===== config.mk =====
export PLATFORM = sky130hd
export DESIGN_NAME = pixel_stream_gen
export DESIGN_NICKNAME = d
export VERILOG_FILES = /design/src/rtl/pixel_stream_gen.sv
export SDC_FILE = /design/constraint.sdc
export NUM_CORES = 1
export LEC_CHECK = 0
export BUFFER_PORTS_ARGS = -buffer_cell sky130_fd_sc_hd__buf_2
export CAP_MARGIN = 0
export CORE_UTILIZATION = 45
export DETAILED_ROUTE_END_ITERATION = 6
export REMOVE_ABC_BUFFERS = 1
export SYNTH_ARGS = -nofsm -noshare
export SYNTH_HDL_FRONTEND = slang
export SYNTH_SLANG_ARGS = --single-unit
export TNS_END_PERCENT = 10

===== constraint.sdc =====
create_clock -name clk -period 8.5 [get_ports clk]
set_input_delay 1.7 -clock clk [delete_from_list [all_inputs] [get_ports clk]]
set_output_delay 1.7 -clock clk [all_outputs]
set_load 0.02 [all_outputs]

===== src/rtl/pixel_stream_gen.sv =====
// pixel_stream_gen: raster-order 8-bit test-pattern source over valid/ready.
// Revision: 1.0
`default_nettype none

module pixel_stream_gen #(
  parameter int IMG_WIDTH  = 640,
  parameter int IMG_HEIGHT = 480,
  parameter int FCNT_W     = 16
) (
  input  logic              clk,
  input  logic              rst,
  input  logic              start,
  input  logic              continuous,
  input  logic [1:0]        pattern_sel,
  output logic [7:0]        out_pixel,
  output logic              out_valid,
  input  logic              out_ready,
  output logic              out_sof,
  output logic              out_eol,
  output logic              busy,
  output logic              done,
  output logic [FCNT_W-1:0] frame_count
);

  localparam int XW = $clog2(IMG_WIDTH);
  localparam int YW = $clog2(IMG_HEIGHT);
  localparam logic [XW-1:0] X_LAST = XW'(IMG_WIDTH - 1);
  localparam logic [YW-1:0] Y_LAST = YW'(IMG_HEIGHT - 1);

  typedef enum logic [0:0] {
    IDLE   = 1'b0,
    STREAM = 1'b1
  } state_t;

  state_t            state, state_nx;
  logic [XW-1:0]     x, x_nx;
  logic [YW-1:0]     y, y_nx;
  logic [1:0]        pat, pat_nx;
  logic [7:0]        pixel_nx;
  logic              valid_nx, sof_nx, eol_nx, busy_nx, done_nx;
  logic [FCNT_W-1:0] fcnt_nx;
  logic              xfer, last_x, last_y;

  function automatic logic [7:0] pattern_pixel(input logic [1:0]    p,
                                               input logic [XW-1:0] px,
                                               input logic [YW-1:0] py);
    logic [31:0] xe, ye;
    xe = 32'(px);
    ye = 32'(py);
    case (p)
      2'd0:    return 8'(xe + ye);
      2'd1:    return xe[7:0];
      2'd2:    return (xe[3] ^ ye[3]) ? 8'hFF : 8'h00;
      default: return 8'h80;
    endcase
  endfunction

  assign xfer   = out_valid & out_ready;
  assign last_x = (x == X_LAST);
  assign last_y = (y == Y_LAST);

  always_comb begin
    state_nx = state;
    x_nx     = x;
    y_nx     = y;
    pat_nx   = pat;
    pixel_nx = out_pixel;
    valid_nx = out_valid;
    sof_nx   = out_sof;
    eol_nx   = out_eol;
    busy_nx  = busy;
    done_nx  = 1'b0;
    fcnt_nx  = frame_count;
    case (state)
      IDLE: begin
        if (start) begin
          state_nx = STREAM;
          pat_nx   = pattern_sel;
          x_nx     = '0;
          y_nx     = '0;
          valid_nx = 1'b1;
          busy_nx  = 1'b1;
          sof_nx   = 1'b1;
          eol_nx   = 1'b0;
          pixel_nx = pattern_pixel(pattern_sel, '0, '0);
        end
      end
      STREAM: begin
        if (xfer) begin
          if (last_x && last_y) begin
            fcnt_nx = frame_count + 1'b1;
            done_nx = 1'b1;
            x_nx    = '0;
            y_nx    = '0;
            eol_nx  = 1'b0;
            // Continuous restart presents pixel (0,0) next cycle with no bubble.
            if (continuous) begin
              pat_nx   = pattern_sel;
              sof_nx   = 1'b1;
              pixel_nx = pattern_pixel(pattern_sel, '0, '0);
            end else begin
              state_nx = IDLE;
              valid_nx = 1'b0;
              busy_nx  = 1'b0;
              sof_nx   = 1'b0;
            end
          end else begin
            x_nx     = last_x ? '0 : x + 1'b1;
            y_nx     = last_x ? y + 1'b1 : y;
            sof_nx   = 1'b0;
            eol_nx   = (x_nx == X_LAST);
            pixel_nx = pattern_pixel(pat, x_nx, y_nx);
          end
        end
      end
      default: state_nx = IDLE;
    endcase
  end

  always_ff @(posedge clk or posedge rst) begin
    if (rst) begin
      state       <= IDLE;
      x           <= '0;
      y           <= '0;
      pat         <= '0;
      out_pixel   <= '0;
      out_valid   <= 1'b0;
      out_sof     <= 1'b0;
      out_eol     <= 1'b0;
      busy        <= 1'b0;
      done        <= 1'b0;
      frame_count <= '0;
    end else begin
      state       <= state_nx;
      x           <= x_nx;
      y           <= y_nx;
      pat         <= pat_nx;
      out_pixel   <= pixel_nx;
      out_valid   <= valid_nx;
      out_sof     <= sof_nx;
      out_eol     <= eol_nx;
      busy        <= busy_nx;
      done        <= done_nx;
      frame_count <= fcnt_nx;
    end
  end

endmodule

`default_nettype wire


-- Word level (Yosys, flattened, before mapping)
Cells that the tools add are included.
Widths: inputs -> output; s select.
- register bits: 50
- bits in latches: 0
- bits in writable memories: 0
- memory bits (read-only): 0
- input port bits: 7
- output and inout bits: 29
- logic and storage cells: 82
- memories kept: 0
- add/subtract/negate cells: 4
- $mul: 0
- divide/modulo/power cells: 0
- $lt $le $gt $ge: 0
- eq/ne operators: 13
- shift operators: 0
- mux-type cells: 43
- bitwise gates (word level): 3
- reductions and logical operators: 9
- operators by type and width (cell ; number):
    $mux 8 ; 6
    $mux 10 ; 4
    $mux 9 ; 4
    $pmux 8 s3 ; 1
    $eq 10x10->1 const B ; 2
    $pmux 10 s2 ; 1
    $pmux 9 s2 ; 1
    $add 16x1->16 const B ; 1
    $mux 1 ; 16
    $pmux 8 s2 ; 1
    $add 10x1->10 const B ; 1
    $add 9x1->9 const B ; 1
    $eq 9x9->1 const B ; 1
    $add 8x8->8 ; 1
    $mux 2 ; 4
    $pmux 1 s2 ; 4
    $reduce_and 4->1 ; 2
    $ne 2x2->1 const B ; 3
    $reduce_and 3->1 ; 2
    $eq 2x1->1 const B ; 2
    $eq 2x2->1 const B ; 2
    $logic_not 2->1 ; 2
    $ne 2x1->1 const B ; 2
    $pmux 2 s2 ; 1
    7 further kinds ; 7

-- Depth between registers and ports, before layout
- depth in word-level cells: 8
- depth in mapped cells: 15
- depth with buffers taken out: 13

-- Least setup slack after synthesis
No wires, ideal clock.
- path kind: reg-to-reg
- start: reg x[0]
- end: reg out_pixel[7]
- setup time: 0.118 ns
- arrival time: 3.378 ns
- setup slack: 5.004 ns
- stages on the path, launching flop included: 15
- path buffers: 2
- clock period less this slack: 3.496 ns
- cells stage by stage: dfrtp_1 > ha_1 > and3_1 > buf_6 > and3_2 > clkbuf_1 > nand4_1 > xnor2_1 > ha_1 > a2111oi_0 > o21ai_0 > a21bo_2 > a2111oi_0 > o31ai_1 > a21o_1
- longest elaborated chain between the ends: 8
- elaborated cells on any way between the ends: 14
- those cells by class: add/sub (2); eq/ne (2); mux (7); bitwise (1); reduce/logical (2)
- ends and longest elaborated chain (element ; RTL line ; source):
    start: declaration ; 36 ; logic [XW-1:0] x, x_nx;
    start signal: assignment ; 135 ; x <= x_nx;
    parallel branches: the longest is 8 deep, another holds $add 10x1->10 ; - ;
    end signal: assignment ; 138 ; out_pixel <= pixel_nx;
    end: declaration ; 15 ; output logic [7:0] out_pixel,
Several ways; the timed one is not identified. The select of a mux whose other input is x is not followed.
A chain may end at the register's enable or synchronous reset.

-- Worst setup path in the final report
Same ends and word-level chain as after synthesis.

==> flow_metrics.env <==
export IMPL_run_status="finished clean"
export IMPL_p_int_uw=410
export IMPL_design_core_area_um2=6490
export IMPL_leakage_power_uw=0.00164
export IMPL_power_net_switching_uw=213
export IMPL_yosys_area_top_type="dfrtp_1"
export IMPL_antenna_violating_nets_post_route=0
export IMPL_floorplan_die_area_um2=7220
export IMPL_power_frac_seq_pct=46.1
export IMPL_mostFrequentLayoutCells="50 x dfrtp_1, 43 x nand2_1, 35 x buf_2, 29 x o21ai_0, 20 x nor2_1"
export IMPL_setup_violations=0
export IMPL_vias_per_cell=5.80
export IMPL_timing_hold_worst_class="reg2reg"
export IMPL_worst_r2r_cell_count=12
export IMPL_drv_cap=0
export IMPL_vias_in_the_first_global_route=2624
export IMPL_finalWeightedCongestion=0.843
export IMPL_cts_made_buffers=5
export IMPL_worstPathCellList="ha_1, and3_1, nand3_1, nor2_1, xor2_1, ha_1, a2111oi_0, o21ai_0, a21bo_2, a2111oi_0, o31ai_1, a21o_1"
export IMPL_clk_transition_reported_paths_ns=0.10
export IMPL_drive_above_1_share_pct=16.0
export IMPL_detail_route_drc_violations=0
export IMPL_ctsHtreeMaxLevel=2
export IMPL_globalRouteOverflowTotal=0
export IMPL_postSynthRegisterBits=50
export IMPL_grt_pass1_wl_um=12800
export IMPL_crit_path_end_kind="flip-flop"
export IMPL_required_time_of_the_critical_path_ns=8.71
export IMPL_cts_hold_repair_buffers=0
export IMPL_syn_cell_area_um2=3100
export IMPL_tritoncts="done"
export IMPL_final_hold_worst_slack_ns=0.470
export IMPL_fraction_of_power_spent_switching_nets_pct=34.2
export IMPL_worst_slew_pin_transition_ns=1.05
export IMPL_finish_net_count=387
export IMPL_postSynth_asyncResetShare_pct=100
export IMPL_clock_tree_buffer_depth=2
export IMPL_die_width_um=85.0
export IMPL_root_buffer="clkbuf_8"
export IMPL_synthesis_instances=341
export IMPL_ios=36
export IMPL_endpoint="out_pixel[7]"
export IMPL_grt_antenna_before_repair=0
export IMPL_peakVddDrop_mv=0.0981
export IMPL_pwr_share_comb_pct=25.8
export IMPL_number_of_flops_mapped_to_enable_cells_by_yosys=0
export IMPL_dpl_ws_ns=4.46
export IMPL_hold_fails_final_rpt=0
export IMPL_rrSetupSlack_ns=4.35
export IMPL_rsz0062_at_grt="false"
export IMPL_finalCoreUtilization_pct=52.4
export IMPL_drt_wirelength_per_cell_um=17.0
export IMPL_ys_warn_count=0
export IMPL_most_instantiated_flip_flop_cell_in_the_synthesis_netlist="dfrtp_1"
export IMPL_firstDrtPassIters=4
export IMPL_cts_sinks=50
export IMPL_setup_worst_path_class="reg2reg"
export IMPL_ant_cells=0
export IMPL_power_density_nw_per_um2=183
export IMPL_worst_slew_margin_rel_pct=29.7
export IMPL_num_rows=29
export IMPL_final_period_minus_worst_setup_slack_ns=4.15
export IMPL_postSynthAreaPerCell_um2=9.09
export IMPL_globalRouteTotalUtil_pct=22.5
export IMPL_setup_tns_ns=0
export IMPL_critPathMaxFanout=11
export IMPL_max_freq_mhz=241
export IMPL_critical_path_startpoint_type="flip-flop"
export IMPL_share_clk_of_total_power_pct=28.0
export IMPL_clock_latency_ns=0.31
export IMPL_timing_final_crit_share_pct=48.9
export IMPL_total_power_uw=623
export IMPL_detailedRoute_firstIterationViolations=156
export IMPL_postRouteWirelength_um=7590
export IMPL_cts_setup_buffers=0
export IMPL_critical_path_cell_with_the_highest_stage_delay="dfrtp_1"
export IMPL_timing_rr_start="x[0]"
export IMPL_layout_area_overhead_vs_synth_pct=9.73
export IMPL_timing_max_transition_violations_final=0
export IMPL_worstReg2RegEnd="out_pixel[7]"
export IMPL_finalWorstSetupSlack_ns=4.35
export IMPL_cp_startpoint="x[0]"
export IMPL_dr_total_vias=2586
export IMPL_yosysUniqueCellTypes=55
export IMPL_port_buffers=35
export IMPL_critical_path_max_stage_delay_ns=0.51
export IMPL_yosys_top_cells_area="dfrtp_1 40%, nand2_1 5.2%, xnor2_1 5.1%"
export IMPL_n_fill_cell=593
export IMPL_synth_largest_type_area_fraction_pct=40.4
export IMPL_dpl_hpwl_um=5390
export IMPL_critical_path_arrival_ns=4.36
export IMPL_mostFrequentLayoutCell="dfrtp_1"
export IMPL_post_cts_resize_count=0
export IMPL_synth_sequential_area_ratio_pct=40.4
export IMPL_floorplan_initialDensity_pct=47.7
export IMPL_die_h_um=85.0
export IMPL_pin_count_of_the_biggest_net_entering_global_routing=51
export IMPL_clock_skew_ns=0.0110
[state kept, by name, indices dropped and copies added (netlist names)]
| signal | cells |
|---|---|
| out_sof | 1 |
| state | 1 |
| out_pixel | 8 |
| busy | 1 |
| y | 9 |
| frame_count | 16 |
| pat | 2 |
| out_eol | 1 |
| done | 1 |
| x | 10 |
[kinds of logic (layout without fill, tap and decap cells)]
kind of cell	count (synthesis)	count (layout)	share of synthesized area, %
adder cells (fa/ha/maj)	12	12	5.09
multiplexers	4	4	1.37
buffers and inverters	30	58	4.52
flip-flops	50	50	40.4
XOR/XNOR	30	30	8.48
AND/OR/NAND/NOR	124	124	21.1
AO/OA/AOI/OAI	91	91	19.1
[power by group through the flow]
stage | clock network [uW] | registers [uW] | logic [uW]
global placement | 0 | 290 | 157
finish | 175 | 287 | 161
detailed placement | 0 | 291 | 159
global route | 187 | 291 | 180
CTS | 179 | 287 | 161
floorplan | 0 | 302 | 98.7
[synth_stat cells (2+ instances only)]
cell type / n
o41ai_1: 3
dfrtp_1: 50
xnor2_1: 18
o31ai_1: 8
nor3_1: 7
o22ai_1: 3
nand3_2: 2
a21oi_1: 16
mux2i_1: 2
o21a_1: 3
nor2_1: 20
o211ai_1: 2
a2111oi_0: 4
nor2b_1: 3
nand4_1: 5
nand3_1: 19
o21ai_0: 29
and4_1: 2
a21o_1: 6
nand2_1: 43
clkbuf_1: 10
inv_1: 15
a31oi_1: 2
mux2_2: 2
a211oi_1: 3
and3_1: 6
and3_2: 2
buf_6: 3
nand2b_1: 3
xor2_1: 12
a22o_1: 4
ha_1: 11
[critical path, delay by kind of cell, from the launching register on]
| kind | cells | cell delay [ns] |
|---|---|---|
| compound gates | 6 | 1.60 |
| simple gates | 3 | 1.31 |
| fa+ha+maj | 2 | 0.52 |
| flops | 1 | 0.51 |
| xor+xnor | 1 | 0.12 |
[cell type report]
cell class	instances	area [um^2]	area share [%]
clock inverter	3	45.0	1.32
timing repair buffer	35	175	5.15
sequential	50	1250	36.8
tap	77	96.3	2.83
inverter	15	56.3	1.66
multi-input combinational	261	1710	50.2
clock buffer	5	68.8	2.02
[per-stage QoR]
stage / instance area (um^2) / instances
2_1_floorplan: 3020 / 326
3_3_place_gp: 3290 / 438
3_5_place_dp: 3290 / 438
4_1_cts: 3400 / 446
5_1_grt: 3400 / 446
6_report: 3400 / 446
[metal layers]
| layer | track usage [%] | vias to the layer above | part of all wire (%) |
|---|---|---|---|
| met5 | 0 | - | 0 |
| met4 | 7.24 | 0 | 1.6 |
| met3 | 4.18 | 10 | 3.1 |
| met2 | 37.3 | 53 | 46 |
| met1 | 29.7 | 1249 | 49 |
| li1 | - | 1274 | - |
[worst min path at each step]
| stage | slack (ns) | end | cells past startpoint | startpoint |
|---|---|---|---|---|
| 2_1_floorplan | 0.47 | y[7] | 1 | y[7] |
| 3_3_place_gp | 0.45 | frame_count[15] | 1 | frame_count[15] |
| 3_5_place_dp | 0.46 | frame_count[15] | 1 | frame_count[15] |
| 4_1_cts | 0.47 | frame_count[15] | 1 | frame_count[15] |
| 5_1_grt | 0.51 | frame_count[15] | 1 | frame_count[15] |
| 6_report | 0.47 | frame_count[15] | 1 | frame_count[15] |
No activity file was read; power rests on OpenSTA's default activity.
